===== src/rtl/debug_step_controller.sv =====
// Debug initiator for the CPU phase sequencer: halt/run/step control, a single
// address breakpoint, and the four-phase DEBUG_STEP_REQ/ACK handshake.
module debug_step_controller #(
    parameter int ADDR_WIDTH   = 16,
    parameter int COUNT_WIDTH  = 8,
    parameter int ACK_TIMEOUT  = 64,
    parameter bit START_HALTED = 1'b0
) (
    input  logic                  CLK,
    input  logic                  RESETN,
    input  logic                  CMD_VALID,
    input  logic [2:0]            CMD,
    input  logic [ADDR_WIDTH-1:0] CMD_ARG,
    output logic                  CMD_READY,
    input  logic [ADDR_WIDTH-1:0] PC,
    input  logic                  STOPPED,
    input  logic                  DEBUG_STEP_ACK,
    output logic                  DEBUG_STOP,
    output logic                  DEBUG_MODE,
    output logic                  DEBUG_STEP_REQ,
    output logic                  DEBUG_AT_BKP,
    output logic                  BKP_HIT,
    output logic                  STEP_DONE,
    output logic                  ERR
);

    localparam int TIMER_W = $clog2(ACK_TIMEOUT + 1);

    localparam logic [2:0] CMD_HALT    = 3'b001;
    localparam logic [2:0] CMD_RUN     = 3'b010;
    localparam logic [2:0] CMD_STEP    = 3'b011;
    localparam logic [2:0] CMD_SET_BKP = 3'b100;
    localparam logic [2:0] CMD_CLR_BKP = 3'b101;

    typedef enum logic [2:0] {
        S_RUN,
        S_HALTING,
        S_HALTED,
        S_REQ,
        S_RELEASE
    } state_t;

    state_t                 r_state;
    state_t                 w_next;
    logic [TIMER_W-1:0]     r_timer;
    logic [COUNT_WIDTH-1:0] r_steps_left;
    logic [ADDR_WIDTH-1:0]  r_bkp_addr;
    logic                   r_bkp_en;
    logic                   r_skip;
    logic                   r_at_bkp;
    logic                   r_stop;
    logic                   r_mode;
    logic                   r_req;
    logic                   r_bkp_hit;
    logic                   r_step_done;
    logic                   r_err;

    logic                   w_accept;
    logic                   w_pc_match;
    logic [COUNT_WIDTH-1:0] w_count;
    logic                   w_run_accept;
    logic                   w_step_load;
    logic                   w_timer_clr;
    logic                   w_timer_inc;
    logic                   w_steps_clr;
    logic                   w_steps_dec;
    logic                   w_err;
    logic                   w_bkp_hit;
    logic                   w_step_done;

    assign CMD_READY  = ((r_state == S_RUN) & ~r_at_bkp) | (r_state == S_HALTED);
    assign w_accept   = CMD_VALID & CMD_READY;
    assign w_pc_match = (PC == r_bkp_addr);
    assign w_count    = CMD_ARG[COUNT_WIDTH-1:0];

    assign DEBUG_STOP     = r_stop;
    assign DEBUG_MODE     = r_mode;
    assign DEBUG_STEP_REQ = r_req;
    assign DEBUG_AT_BKP   = r_at_bkp;
    assign BKP_HIT        = r_bkp_hit;
    assign STEP_DONE      = r_step_done;
    assign ERR            = r_err;

    always_ff @(posedge CLK or negedge RESETN) begin
        if (!RESETN) begin
            if (START_HALTED) r_state <= S_HALTING;
            else              r_state <= S_RUN;
        end else begin
            r_state <= w_next;
        end
    end

    always_comb begin
        w_next       = r_state;
        w_run_accept = 1'b0;
        w_step_load  = 1'b0;
        w_timer_clr  = 1'b0;
        w_timer_inc  = 1'b0;
        w_steps_clr  = 1'b0;
        w_steps_dec  = 1'b0;
        w_err        = 1'b0;
        w_bkp_hit    = 1'b0;
        w_step_done  = 1'b0;
        case (r_state)
            S_RUN: begin
                // A pending breakpoint blocks CMD_READY, so no command races it
                if (r_at_bkp) begin
                    w_next    = S_HALTING;
                    w_bkp_hit = 1'b1;
                end else if (w_accept) begin
                    if (CMD == CMD_HALT)      w_next = S_HALTING;
                    else if (CMD == CMD_STEP) w_err  = 1'b1;
                end
            end
            S_HALTING: begin
                if (STOPPED) w_next = S_HALTED;
            end
            S_HALTED: begin
                if (w_accept) begin
                    if (CMD == CMD_RUN) begin
                        w_next       = S_RUN;
                        w_run_accept = 1'b1;
                    end else if (CMD == CMD_STEP) begin
                        w_next      = S_REQ;
                        w_step_load = 1'b1;
                        w_timer_clr = 1'b1;
                    end
                end
            end
            S_REQ: begin
                if (DEBUG_STEP_ACK) begin
                    w_next = S_RELEASE;
                end else if (r_timer == TIMER_W'(ACK_TIMEOUT)) begin
                    w_next      = S_HALTED;
                    w_err       = 1'b1;
                    w_steps_clr = 1'b1;
                end else begin
                    w_timer_inc = 1'b1;
                end
            end
            S_RELEASE: begin
                // Only re-request once ACK has dropped, completing the four phases
                if (!DEBUG_STEP_ACK) begin
                    if (r_steps_left <= COUNT_WIDTH'(1)) begin
                        w_next      = S_HALTED;
                        w_step_done = 1'b1;
                        w_steps_clr = 1'b1;
                    end else begin
                        w_next      = S_REQ;
                        w_steps_dec = 1'b1;
                        w_timer_clr = 1'b1;
                    end
                end
            end
            default: w_next = S_RUN;
        endcase
    end

    always_ff @(posedge CLK or negedge RESETN) begin
        if (!RESETN) begin
            r_stop       <= START_HALTED;
            r_mode       <= START_HALTED;
            r_req        <= 1'b0;
            r_bkp_hit    <= 1'b0;
            r_step_done  <= 1'b0;
            r_err        <= 1'b0;
            r_timer      <= '0;
            r_steps_left <= '0;
        end else begin
            r_stop      <= (w_next != S_RUN);
            r_mode      <= (w_next != S_RUN);
            r_req       <= (w_next == S_REQ);
            r_bkp_hit   <= w_bkp_hit;
            r_step_done <= w_step_done;
            r_err       <= w_err;
            if (w_timer_clr)      r_timer <= '0;
            else if (w_timer_inc) r_timer <= r_timer + TIMER_W'(1);
            if (w_step_load)      r_steps_left <= (w_count == '0) ? COUNT_WIDTH'(1) : w_count;
            else if (w_steps_clr) r_steps_left <= '0;
            else if (w_steps_dec) r_steps_left <= r_steps_left - COUNT_WIDTH'(1);
        end
    end

    // SKIP masks the match at the resume address until PC has moved away once
    always_ff @(posedge CLK or negedge RESETN) begin
        if (!RESETN) begin
            r_bkp_addr <= '0;
            r_bkp_en   <= 1'b0;
            r_skip     <= 1'b0;
            r_at_bkp   <= 1'b0;
        end else begin
            if (w_accept && (CMD == CMD_SET_BKP)) begin
                r_bkp_addr <= CMD_ARG;
                r_bkp_en   <= 1'b1;
            end else if (w_accept && (CMD == CMD_CLR_BKP)) begin
                r_bkp_en <= 1'b0;
            end
            if (w_run_accept)                             r_skip <= w_pc_match;
            else if (w_accept && (CMD == CMD_SET_BKP))    r_skip <= 1'b0;
            else if (!w_pc_match)                         r_skip <= 1'b0;
            if (w_run_accept) r_at_bkp <= 1'b0;
            else              r_at_bkp <= r_bkp_en & w_pc_match & ~r_skip;
        end
    end

endmodule


===== config.mk =====
export PLATFORM = sky130hd
export DESIGN_NAME = debug_step_controller
export DESIGN_NICKNAME = d
export VERILOG_FILES = /design/src/rtl/debug_step_controller.sv
export SDC_FILE = /design/constraint.sdc
export NUM_CORES = 1
export LEC_CHECK = 0
export CAP_MARGIN = 20
export CORE_UTILIZATION = 50
export DETAILED_ROUTE_END_ITERATION = 10
export DONT_BUFFER_PORTS = 1
export GPL_ROUTABILITY_DRIVEN = 0
export PLACE_DENSITY = 0.66
export SLEW_MARGIN = 40
export SYNTH_ARGS = -nofsm -noshare
export SYNTH_HDL_FRONTEND = slang
export SYNTH_SLANG_ARGS = --single-unit

===== constraint.sdc =====
create_clock -name CLK -period 2.5 [get_ports CLK]
set_input_delay 0.375 -clock CLK [delete_from_list [all_inputs] [get_ports CLK]]
set_output_delay 0.375 -clock CLK [all_outputs]
set_load 0.02 [all_outputs]

After elaboration in Yosys (flattened, before gate mapping)
Index checks and enable logic that the tools add are counted.
{"block": "op_classes", "n_eq_ne": 13, "magnitude_cmp": 1, "muxes": 50, "n_reduce_logical": 8, "addsub": 2, "bitwise": 7}
{"op": "$mux W8", "count": 4}
{"op": "$mux W1", "count": 30}
{"op": "$mux W3", "count": 10}
{"op": "$eq A16 B16 Y1", "count": 1}
{"op": "$eq A3 B2 Y1 const B", "count": 5}
{"op": "$pmux W3 S5", "count": 1}
{"op": "$mux W7", "count": 2}
{"op": "$eq A3 B3 Y1 const B", "count": 3}
{"op": "$le A8 B1 Y1 const B", "count": 1}
{"op": "$logic_not A8 Y1", "count": 1}
{"op": "$sub A8 B1 Y8 const B", "count": 1}
{"op": "$add A7 B1 Y7 const B", "count": 1}
{"op": "$eq A7 B7 Y1 const B", "count": 1}
{"op": "$eq A3 B1 Y1 const B", "count": 2}
{"op": "$pmux W1 S2", "count": 3}
{"op": "$reduce_bool A3 Y1", "count": 2}
{"op": "$and A1 B1 Y1", "count": 4}
{"op": "$reduce_bool A2 Y1", "count": 2}
{"op": "$logic_not A3 Y1", "count": 1}
{"op": "$ne A3 B1 Y1 const B", "count": 1}
{"op": "$logic_and A1 B1 Y1", "count": 2}
{"op": "$not A1 Y1", "count": 2}
{"op": "$or A1 B1 Y1", "count": 1}
{"block": "word_totals", "in_bits": 40, "ff_bits": 42, "elab_cells": 93}

Longest topological paths before layout
{"block": "logic_depth", "depth_word": 8, "ltp_mapped": 7, "depth_no_buf": 7}

Least setup slack after synthesis
No wires, ideal clock.
{"block": "synth_timing", "kind": "reg2reg", "startpoint": "register r_steps_left[0]", "endpoint": "register r_mode (netlist: DEBUG_MODE)", "setup_ps": 131, "stages_incl_launch_ff": 8, "path_slack_ps": 511, "arrival_ps": 1858, "synth_period_minus_slack_ps": 1989, "cell_sequence": "dfrtp_1 > inv_1 > ha_1 > nor2_1 > and4bb_4 > o21ai_4 > a2111o_1 > or3_1"}
{"block": "synth_between", "elab_chain_len": 5}
{"element": "start, declared", "line_no": "46", "text": "logic [COUNT_WIDTH-1:0] r_steps_left;"}
{"element": "start signal, assigned", "line_no": "178", "text": "if (w_step_load) r_steps_left <= (w_count == '0) ? COUNT_WIDTH'(1) : w_count;"}
{"element": "start signal, assigned", "line_no": "180", "text": "else if (w_steps_dec) r_steps_left <= r_steps_left - COUNT_WIDTH'(1);"}
{"element": "$le A8 B1 Y1", "line_no": "144", "text": "if (r_steps_left <= COUNT_WIDTH'(1)) begin"}
{"element": "$mux W1", "line_no": "144"}
{"element": "$mux W3", "line_no": "143", "text": "if (!DEBUG_STEP_ACK) begin"}
{"element": "$pmux W3 S5", "line_no": "104", "text": "case (r_state)"}
{"element": "net w_next[0]", "line_no": "44", "text": "state_t w_next;"}
{"element": "$reduce_bool A3 Y1", "line_no": "171", "text": "r_mode <= (w_next != S_RUN);"}
{"element": "end signal, assigned", "line_no": "171"}
{"element": "end, declared", "line_no": "52", "text": "logic r_mode;"}
The timed path passes the listed nets, and every way through them passes these cells.
A chain may end at the register's enable or synchronous reset.

Worst setup path in the final report
Ends and elaborated chain as after synthesis.

==> summary.txt <==
Cells and area
  • Total Nets Final: 257
  • Ratio of cells with drive above 1 in the final layout: 0.164
  • Post-route cell area: 0.00242 mm2
  • Most frequent cells in the layout: 42 x dfrtp_1, 19 x xor2_1, 17 x mux2_2
  • Commonest non-fill, non-tap cell in the layout: dfrtp_1
  • Area growth syn-to-layout: 9.39%
  • Number of antenna diodes: 0
  • Post-route insts no fill: between 200 and 300

Clock network
  • TritonCTS clock tree: built
  • H-Tree Depth: 2
  • Worst-Skew Late Latency: 290 ps
  • CTS buffer count: 5
  • Post-CTS setup buffer count: 0
  • CTS root buf: clkbuf_8
  • Longest Clk Path Bufs: 2
  • Clk sinks: between 40 and 50
  • Clk slew on worst S/H paths: 80 ps

Synth
  • Compound-Gate Fraction of Synth Area: 0.0832
  • Synth area leaders: dfrtp_1 48%, mux2_2 8.7%, xor2_1 7.5%, nor2_1 2.7%, nand2_1 2.5%
  • Synth warnings: 0
  • Post-Synth XOR/XNOR Area: 0.0951
  • Main combinational cell family by area after synthesis: simple AND/OR/NAND/NOR gates
  • Mux contribution to synthesized area: 0.0911
  • Top_reg_cell synth: dfrtp_1
  • Synthesized cell area: 0.00221 mm2
  • Simple-gate share of the synthesized area: 0.202
  • Mean post-synth cell area: 10.6 um2
  • EDFF count, synth: 0
  • Share of the synthesized area in the top cell type: 0.475
  • Yosys cell types: 40
  • Leading area contributor after synthesis: dfrtp_1
  • Syn Nets: 252
  • Asr flop ratio synth: 1.00
  • Adder-Cell Fraction of Synth Area: 0.0226
  • Synth Register Bits: 42
  • Register area share after synthesis: 0.475
  • Post-synthesis cell count: 208

Placement
  • Post-DP HPWL: about 3.3 mm
  • Worst slack, placed: roughly 360 ps
  • PortBufs: 0
  • Cell count after placement: 254
  • DP Area: ~0.0023 mm2

GRT
  • Total global-route track usage: 0.209
  • Vias in the first global route: 1,599
  • First-pass GRT wire length: between 7 and 8 mm
  • Overflow after GRT: 0
  • Initial antenna violation count: 0
  • Pin count of the biggest net entering global routing: 43

Die
  • Starting Density: 0.537
  • Die ar.: between 0.004 and 0.005 mm2
  • Core ar.: just over 0.004 mm2
  • Row cnt: 23
  • # IOs: 48
  • Die height: 68.5 um
  • Die X: 68.5 um

Worst setup path
  • Crit. End Element: flip-flop
  • Critical Path RT: 2670 ps
  • CP arrival: 2380 ps
  • CP Class: reg2reg
  • CP peak stage delay: ~440 ps
  • Top delay family on crit path: simple AND/OR/NAND/NOR gates
  • Buf/Inv on CP: 1
  • CP cell instances: inv_1 > ha_1 > nor2_1 > and4bb_4 > o21ai_4 > a2111o_1 > or3_1
  • Crit Path Max Fanout: 8
  • Startpoint types: flip-flop
  • Slowest-stage cell, CP: dfrtp_1

Timing
  • Max-slew headroom at the worst pin: 0.679
  • Worst Setup Slack, final: between 200 and 300 ps
  • Hold Fails Final Rpt: 0
  • Hold_ws: 195 ps
  • FMAX: approximately 450 MHz
  • Period minus WS final: 2210 ps
  • Actual slew at the worst max-slew pin: 481 ps
  • Setup_tns: 0 ps
  • RSZ-0062 raised after global routing: no
  • Final Setup Violations: 0
  • Max-slew violations: 0
  • Final Cycle Share: 0.884
  • Clock Skews: ~8 ps

Power and ir drop
  • Switching portion of total power: 0.326
  • Logic gate share of total power: 0.262
  • P_sw: approximately 780 uW
  • Peak VDD IR: just under 0.6 mV
  • Clock network power share: 0.264
  • Leak: ~1.0 nW
  • Internal: 1.61 mW
  • Reg power frac: 0.475
  • Cell area power density: 989 mW/mm2

Run status
  • Status: finished, final reports clean

Routing
  • Remaining DRCs: 0
  • Vias per cell: 5.95
  • WL per Instance: approximately 17 um
  • Routed Antenna Nets: 0
  • DRT Wirelength: 4.41 mm
  • Initial detailed-routing violation count: between 100 and 150
  • Drt first pass iters: 4
  • Vias: about 1,600

Min path
  • HP Class: in2reg

Job
  • Max_cap viols: 0
==> worst register-to-register path, stage by stage, from the launching register on <==
cell      delay (ps)
dfrtp_1          440
inv_1             80
ha_1             200
nor2_1            80
and4bb_4         400
o21ai_4          100
a2111o_1         430
or3_1            360
==> power by group through the flow <==
| stage | sequential [mW] | clock, mW | combinational (mW) |
|---|---|---|---|
| 6_report | 1.13 | 0.630 | 0.626 |
| 5_1_grt | 1.17 | 0.674 | 0.699 |
| 4_1_cts | 1.13 | 0.643 | 0.624 |
| 3_5_place_dp | 1.14 | 0 | 0.599 |
| 3_3_place_gp | 1.13 | 0 | 0.562 |
| 2_1_floorplan | 1.05 | 0 | 0.559 |
==> path summary, 6_finish.rpt <==
kind | start | to | slack, ps | depth (start not counted)
min | CMD_ARG[1] | r_steps_left[1]$_DFFE_PN0P_ | 200 | 2
max in group asynchronous | RESETN | r_steps_left[4]$_DFFE_PN0P_ | 1730 | 2
min reg2reg | r_skip$_DFFE_PN0P_ | DEBUG_AT_BKP$_DFF_PN0_ | 440 | 1
max | r_steps_left[0]$_DFFE_PN0P_ | DEBUG_MODE$_DFF_PN0_ | 290 | 7
min in group asynchronous | RESETN | r_bkp_addr[2]$_DFFE_PN0P_ | 570 | 2
max reg2reg | r_steps_left[0]$_DFFE_PN0P_ | DEBUG_MODE$_DFF_PN0_ | 290 | 7
==> per-stage QoR <==
stage	utilization	power [mW]
finish	0.588	2.39
global route	0.588	2.54
CTS	0.588	2.40
detailed placement	0.547	1.74
global placement	0.547	1.69
floorplan	-	1.61
==> cells by family after synthesis <==
kind of cell | Yosys count
AOI/OAI and AO/OA | 30
xor gates and xnor gates | 24
adders and majority gates | 4
buffers and inverters | 15
DFF | 42
muxes | 18
and+or+nand+nor | 75
==> timing repair <==
| action | in CTS | in global routing |
|---|---|---|
| endpoints found under the hold margin | 42 | 0 |
| resized for setup | 0 | 0 |
| hold buffers | 2 | 0 |
==> area by class of cell <==
type | count | area, um2
sequential | 42 | 1050
multi-input combinational | 151 | 1090
fill | 369 | 1700
timing repair buffer | 3 | 37.5
tap | 50 | 62.6
clock buffer | 5 | 68.8
clock inverter | 3 | 68.8
inverter | 10 | 37.5
==> cell usage after synthesis (4+ instances only) <==
master,n
nor3_1,5
nor4_1,8
xor2_1,19
nand4_1,5
xnor2_1,5
nand2_1,15
dfrtp_1,42
o21ai_0,10
inv_1,10
nor2_1,16
a21oi_1,10
mux2_2,17
ha_1,4
==> metal layers <==
metal  GRT usage  up-vias  part of all wire
met5           0        -                 0
met4      0.0833        0             0.014
met3      0.0576        7             0.071
met2       0.342       58              0.50
met1       0.261      761              0.41
li1            -      744                 -
==> sequential cells by signal (all words and copies together), names as in the netlist <==
| signal | cells |
|---|---|
| r_state | 3 |
| DEBUG_MODE | 1 |
| r_skip | 1 |
| ERR | 1 |
| STEP_DONE | 1 |
| BKP_HIT | 1 |
| r_bkp_en | 1 |
| r_steps_left | 8 |
| DEBUG_AT_BKP | 1 |
| r_bkp_addr | 16 |
| DEBUG_STEP_REQ | 1 |
| r_timer | 7 |
(Power assumes the default switching activity.)
